$ cat config.mk
export PLATFORM = sky130hd
export DESIGN_NAME = pwm_multi_channel
export DESIGN_NICKNAME = d
export VERILOG_FILES = /design/src/rtl/pwm_multi_channel.sv
export SDC_FILE = /design/constraint.sdc
export NUM_CORES = 1
export LEC_CHECK = 0
export BUFFER_PORTS_ARGS = -buffer_cell sky130_fd_sc_hd__buf_2
export CAP_MARGIN = 5
export CORE_MARGIN = 1
export CORE_UTILIZATION = 55
export DETAILED_ROUTE_END_ITERATION = 8
export PLACE_DENSITY = 0.73
export SYNTH_ARGS = -nofsm -noshare
export SYNTH_HDL_FRONTEND = slang
export SYNTH_SLANG_ARGS = --single-unit
$ cat constraint.sdc
create_clock -name clk -period 3.6 [get_ports clk]
set_input_delay 0.72 -clock clk [delete_from_list [all_inputs] [get_ports clk]]
set_output_delay 0.72 -clock clk [all_outputs]
set_load 0.05 [all_outputs]
$ cat src/rtl/pwm_multi_channel.sv
// pwm_multi_channel
// Multi-channel PWM generator. One shared prescaler and period counter; each
// channel compares its active duty against the counter. Duty writes land in
// shadow registers through a valid/ready port and are committed to the active
// set at the period wrap, or continuously while the block is disabled.
// Optional build macro: PWM_PHASE_STAGGER_EN staggers each channel's compare
// phase by i * (2^RES_BITS / CHANNELS) ticks to spread rising edges.
module pwm_multi_channel #(
  parameter int CHANNELS = 4,
  parameter int RES_BITS = 10,
  parameter int PRESCALE = 2,
  localparam int CHAN_BITS = (CHANNELS > 1) ? $clog2(CHANNELS) : 1
) (
  input  logic                 clk,
  input  logic                 reset,
  input  logic                 enable,
  input  logic                 wr_valid,
  output logic                 wr_ready,
  input  logic [CHAN_BITS-1:0] wr_chan,
  input  logic [RES_BITS:0]    wr_duty,
  output logic                 wr_err,
  output logic [CHANNELS-1:0]  signal,
  output logic                 period_start
);

  localparam int                  PS_BITS    = (PRESCALE > 1) ? $clog2(PRESCALE) : 1;
  localparam logic [PS_BITS-1:0]  PS_LAST    = PS_BITS'(PRESCALE - 1);
  localparam logic [RES_BITS-1:0] CNT_LAST   = '1;
  localparam logic [RES_BITS:0]   DUTY_FULL  = {1'b1, {RES_BITS{1'b0}}};
  localparam logic [CHAN_BITS:0]  CHAN_LIMIT = (CHAN_BITS + 1)'(CHANNELS);
`ifdef PWM_PHASE_STAGGER_EN
  localparam int                  PHASE_OFF  = (2 ** RES_BITS) / CHANNELS;
`endif

  logic [PS_BITS-1:0]  prescaler;
  logic [RES_BITS-1:0] cnt;
  logic [RES_BITS:0]   shadow      [CHANNELS];
  logic [RES_BITS:0]   shadow_next [CHANNELS];
  logic [RES_BITS:0]   active      [CHANNELS];
  logic [RES_BITS-1:0] cmp_cnt     [CHANNELS];
  logic [CHANNELS-1:0] hi;
  logic                tick;
  logic                commit;
  logic                wr_fire;
  logic                chan_ok;
  logic [RES_BITS:0]   duty_clamped;

  assign tick         = (prescaler == PS_LAST);
  assign commit       = enable && tick && (cnt == CNT_LAST);
  assign wr_fire      = wr_valid && wr_ready;
  assign chan_ok      = ({1'b0, wr_chan} < CHAN_LIMIT);
  assign duty_clamped = (wr_duty > DUTY_FULL) ? DUTY_FULL : wr_duty;

  // Write port is ready from the first clock edge after reset release.
  always_ff @(posedge clk or posedge reset) begin
    if (reset) begin
      wr_ready <= 1'b0;
    end else begin
      wr_ready <= 1'b1;
    end
  end

  // Shared prescaler and period counter; both parked at zero while disabled.
  always_ff @(posedge clk or posedge reset) begin
    if (reset) begin
      prescaler <= '0;
      cnt       <= '0;
    end else if (!enable) begin
      prescaler <= '0;
      cnt       <= '0;
    end else if (tick) begin
      prescaler <= '0;
      cnt       <= cnt + 1'b1;
    end else begin
      prescaler <= prescaler + 1'b1;
    end
  end

  // Shadow contents after this cycle's write; also feeds the commit bypass
  // so a write accepted in the commit cycle reaches the coming period.
  always_comb begin
    for (int unsigned i = 0; i < CHANNELS; i++) begin
      shadow_next[i] = shadow[i];
      if (wr_fire && chan_ok && (wr_chan == CHAN_BITS'(i))) begin
        shadow_next[i] = duty_clamped;
      end
    end
  end

  // Shadow capture every cycle; active duty follows shadow at the wrap tick
  // or continuously while disabled.
  always_ff @(posedge clk or posedge reset) begin
    if (reset) begin
      for (int unsigned i = 0; i < CHANNELS; i++) begin
        shadow[i] <= '0;
        active[i] <= '0;
      end
    end else begin
      for (int unsigned i = 0; i < CHANNELS; i++) begin
        shadow[i] <= shadow_next[i];
        if (!enable || commit) begin
          active[i] <= shadow_next[i];
        end
      end
    end
  end

  // Per-channel compare; a full-scale duty always exceeds the counter range.
  always_comb begin
    for (int unsigned i = 0; i < CHANNELS; i++) begin
`ifdef PWM_PHASE_STAGGER_EN
      cmp_cnt[i] = cnt - RES_BITS'(i * PHASE_OFF);
`else
      cmp_cnt[i] = cnt;
`endif
      hi[i] = ({1'b0, cmp_cnt[i]} < active[i]);
    end
  end

  // Registered outputs: PWM levels, period marker and write-error pulse.
  always_ff @(posedge clk or posedge reset) begin
    if (reset) begin
      signal       <= '0;
      period_start <= 1'b0;
      wr_err       <= 1'b0;
    end else begin
      signal       <= enable ? hi : '0;
      period_start <= enable && (cnt == '0) && (prescaler == '0);
      wr_err       <= wr_fire && !chan_ok;
    end
  end

endmodule
### Word-level counts from Yosys, hierarchy flattened

Cells that the tools add are included.
W data, S select, Z words.

| word-level totals | value |
|---|---|
| output and inout port bits | 7 |
| flip-flop bits (word level) | 105 |
| input bits | 17 |
| logic and storage cells | 49 |

| operators by class | value |
|---|---|
| multiplexer cells | 10 |
| eq/ne operators | 5 |
| bitwise operators | 1 |
| magnitude comparators | 5 |
| add/subtract/negate cells | 2 |
| reductions and logical operators | 13 |

Operators by type and width:

| kind | count |
|---|---|
| $mux W11 | 5 |
| $lt A10 B11 Y1 | 4 |
| $mux W10 | 2 |
| $gt A11 B11 Y1 const B | 1 |
| $add A10 B1 Y10 const B | 1 |
| $eq A10 B10 Y1 const B | 1 |
| $logic_not A10 Y1 | 1 |
| $logic_and A1 B1 Y1 | 9 |
| $eq A2 B2 Y1 const B | 2 |
| $mux W4 | 1 |
| $eq A2 B1 Y1 const B | 1 |
| $logic_not A2 Y1 | 1 |
| $mux W1 | 2 |
| $ne A2 B1 Y1 const B | 1 |
| $add A1 B1 Y1 const B | 1 |
| $logic_not A1 Y1 | 1 |
| $logic_or A1 B1 Y1 | 1 |
| $not A1 Y1 | 1 |

### Depth between registers and ports, before layout

| logic depth | value |
|---|---|
| depth in word-level cells | 3 |
| gate-level depth with buffers | 6 |
| mapped depth without buffers | 6 |

### Worst setup path before layout

Ideal clock, no wire load.

| timing | value |
|---|---|
| path type | register to register |
| start point | reg cnt[1] |
| end point | reg active[25] in the netlist's numbering |
| clock period less this slack | 1.905 ns |
| cell stages (with the launch flop) | 7 |
| data arrival time | 1.780 ns |
| required time | 3.475 ns |
| path slack | 1.695 ns |
| library setup time | 0.125 ns |
| path buffers | 1 |
| cells stage by stage | dfrtp_1 > ha_1 > and3_4 > nand2_2 > o31ai_4 > buf_6 > mux2_2 |

| between the ends | value |
|---|---|
| longest elaborated chain between the ends | 3 |

Ends and longest elaborated chain:

| what | RTL line | text |
|---|---|---|
| from (decl) | 36 | `logic [RES_BITS-1:0] cnt;` |
| from (signal assigned) | 73 | `cnt <= cnt + 1'b1;` |
| $eq A10 B10 Y1 | 49 | `assign commit = enable && tick && (cnt == CNT_LAST);` |
| $logic_and A1 B1 Y1 | 49 |  |
| $logic_or A1 B1 Y1 | 101 | `if (!enable \|\| commit) begin` |
| to (signal, indexed assignment) | 102 | `active[i] <= shadow_next[i];` |
| to (decl) | 39 | `logic [RES_BITS:0] active [CHANNELS];` |

No other way between the ends.
A chain may end at the register's enable or synchronous reset.

### Worst setup path in the final report

| timing | value |
|---|---|
| start point | reg cnt[1] |
| end point | reg active[34] in the netlist's numbering |

Same word-level chain as after synthesis.

==> impl_metrics.csv <==
group,metric,value,unit
run_status,status,"finished, final reports clean",
place,dp_hpwl,6530,um
cts,root_buffer,"clkbuf_8",
timing,hold_violations,0,
layout,fillCellCount,698,
min_path,min_path_cells,2,
critical_path,slowest_delay,540,ps
drt,routed_wl,9630,um
cts,cts_buffers,9,
timing,rsz0062_at_grt,"no",
timing,fmax,0.429,GHz
die,rows,34,
min_path,hp-start,"shadow[7]",
layout,area_growth,7.70,%
critical_path,path_buf_inv,1,
critical_path,crit_fanout,44,
layout,final_cell_mix,"dfrtp_1, nand2_1, o21ai_0",
place,io_buffers,22,
global_routing,gr-usage-all-layers,0.223,
timing,worst_slew_pin_slew,866,ps
synth,yosysTopAreaCell,"dfrtp_1",
cts,tritoncts,"yes",
synth,synthCells,433,
min_path,hold_path_end,"shadow[7]",
drt,vias,3186,
drt,drt-vias-per-instance,5.61,
die,io_pins,24,
cts,cts_resized,0,
place,gp_congestion,0.791,
cts,cts_hold_buf,0,
synth,syn-cell-area,4960,sq um
synth,synth_top_area_frac,0.530,
timing,maxSlewHeadroom,0.422,
timing,setup_viol,0,
pwr,vdd_drop_max,0.291,mV
die,coreArea,8720,sq um
timing,layout_setup_ws,1270,ps
die,fp.dieW,96.9,um
layout,fin_util,0.612,
critical_path,reg2reg_depth,6,
synth,synth_cell_types,39,
drt,first_iter_violations,134,
layout,fin_nets,511,
timing,finalCritPeriodShare,0.648,
critical_path,r2r_slack,1270,ps
layout,mostFrequentLayoutCell,"dfrtp_1",
critical_path,slowest_stage,"dfrtp_1",
global_routing,grt_max_degree,71,
critical_path,crit_type,"register to register",
drt,wl_per_cell,17.0,um
cts,cts_buffer_depth,2,
pwr,p_leak,2.61,nW
layout,final_area,5340,sq um
layout,layout-drive-gt1-share,0.196,
min_path,hold_class,"register to register",
drt,firstDrtPassIters,4,
synth,synthTopCellsByArea,"dfrtp_1, mux2_2, ha_1",
critical_path,path_cells,"ha_1 -> and3_4 -> nand2_2 -> o31ai_4 -> buf_4 -> mux2_2",
critical_path,worst-endpoint-required,3860,ps
layout,diodes,0,
global_routing,grt_pass1_wl,16200,um
pwr,powerDensity,479,nW/um^2
die,initial_core_util,0.568,
global_routing,overflow,0,
critical_path,path_delay_family,"flip-flops",
cts,postCtsSetupRepairBufs,0,
synth,yosys_register_bits,105,
synth,syn_avg_cell_area,11.4,sq um
die,die_y,96.9,um
place,post_dp_cell_area,5160,sq um
timing,slew_viol_final,0,
die,die-area,9390,sq um
place,place_ws,1150,ps
critical_path,regToRegEndpoint,"active[34]",
timing,totalNegativeSetupSlack,0,ps
synth,yosysSeqAreaShare,0.530,
global_routing,antenna_found_initial,0,
cts,cts-htree-levels,3,
synth,yosys_warnings,0,
timing,fin_skew,7.23,ps
synth,syn_nets,488,
run,cap_violations,0,
critical_path,path_depth,6,
drt,ant_nets,0,
timing,fin_crit,2330,ps
critical_path,arrival,2590,ps
cts,insertion_delay,370,ps
cts,clock-sinks,105,
drt,drcViolationCount,0,
global_routing,grt_pass1_vias,3269,
critical_path,cp-start-kind,"register",
cts,path_clk_slew,100,ps
critical_path,endpoint_kind,"register",
critical_path,reg2reg_from,"cnt[1]",
==> metrics by stage <==
stage                     hold WS [ps]  cells  power [mW]
after global placement             464    553        1.89
after floorplan                    449    433        1.79
after detailed placement           475    553        1.92
final                              494    568        2.56
after CTS                          497    568        2.58
after global routing               512    568        2.69
==> registers in the layout (all words and copies together), names as in the netlist <==
| signal | flops |
|---|---|
| shadow | 44 |
| cnt | 10 |
| wr_ready | 1 |
| signal | 4 |
| period_start | 1 |
| active | 44 |
| prescaler | 1 |
==> cell families (layout without fill, tap and decap cells) <==
kind of cell             count (synthesis)  count (layout)  share of synthesized area
other                                    2               2                    0.00152
multiplexers                            49              49                      0.111
flip-flops                             105             105                      0.530
adder cells (fa/ha/maj)                 38              38                     0.0959
buffers and inverters                   54              81                     0.0477
AO/OA/AOI/OAI                           83              83                     0.0997
XOR/XNOR                                 6               6                     0.0106
AND/OR/NAND/NOR                         96              96                      0.103
==> Yosys cell counts (all sizes together) <==
master	number
xor2	2
xnor2	4
nor3	1
conb	2
nor4b	1
buf	5
nand2	46
and2	6
a21o	4
o21a	4
dfrtp	105
nor2b	2
nand3	1
mux2	48
nand4	8
or3	3
mux2i	1
ha	38
a21oi	12
nand4bb	1
a211oi	4
o31ai	5
and3	1
and4b	4
o21ai	47
inv	39
nand2b	14
nor2	5
clkbuf	10
a21boi	3
nor4	1
nand4b	2
a211o	4
==> power by group <==
group | internal (mW) | switching [mW]
Sequential | 1.35 | 0.0779
Combinational | 0.206 | 0.251
Clock | 0.256 | 0.411
==> routing by layer <==
metal | global-route usage | up-vias | share of wire
met5 | 0 | - | 0
met4 | 0.0941 | 0 | 0.023
met3 | 0.0325 | 18 | 0.033
met2 | 0.350 | 52 | 0.46
met1 | 0.313 | 1586 | 0.48
li1 | - | 1530 | -
==> worst max path at each step <==
stage | startpoint | to | slack, ps
floorplan | reset | active[0] | 120
global placement | wr_chan[1] | active[32] | 1180
detailed placement | wr_chan[1] | active[32] | 1150
CTS | cnt[1] | active[34] | 1280
global route | cnt[1] | active[10] | 1160
finish | cnt[1] | active[34] | 1270
==> layout make-up <==
| class | instances | area (sq um) | share of cell area |
|---|---|---|---|
| repair buffers | 27 | 160 | 0.0300 |
| multi-input cells | 274 | 2090 | 0.392 |
| flip-flops and latches | 105 | 2630 | 0.492 |
| clock buffers | 9 | 124 | 0.0232 |
| inverters | 39 | 149 | 0.0279 |
| clock inverters | 6 | 50.0 | 0.00938 |
| well taps | 108 | 135 | 0.0253 |
==> tightest hold or removal path, stage by stage, from the launching register on <==
cell and delay, ps:
dfrtp_1 330, nand2_1 40, o21ai_0 80
(Power assumes the default switching activity.)
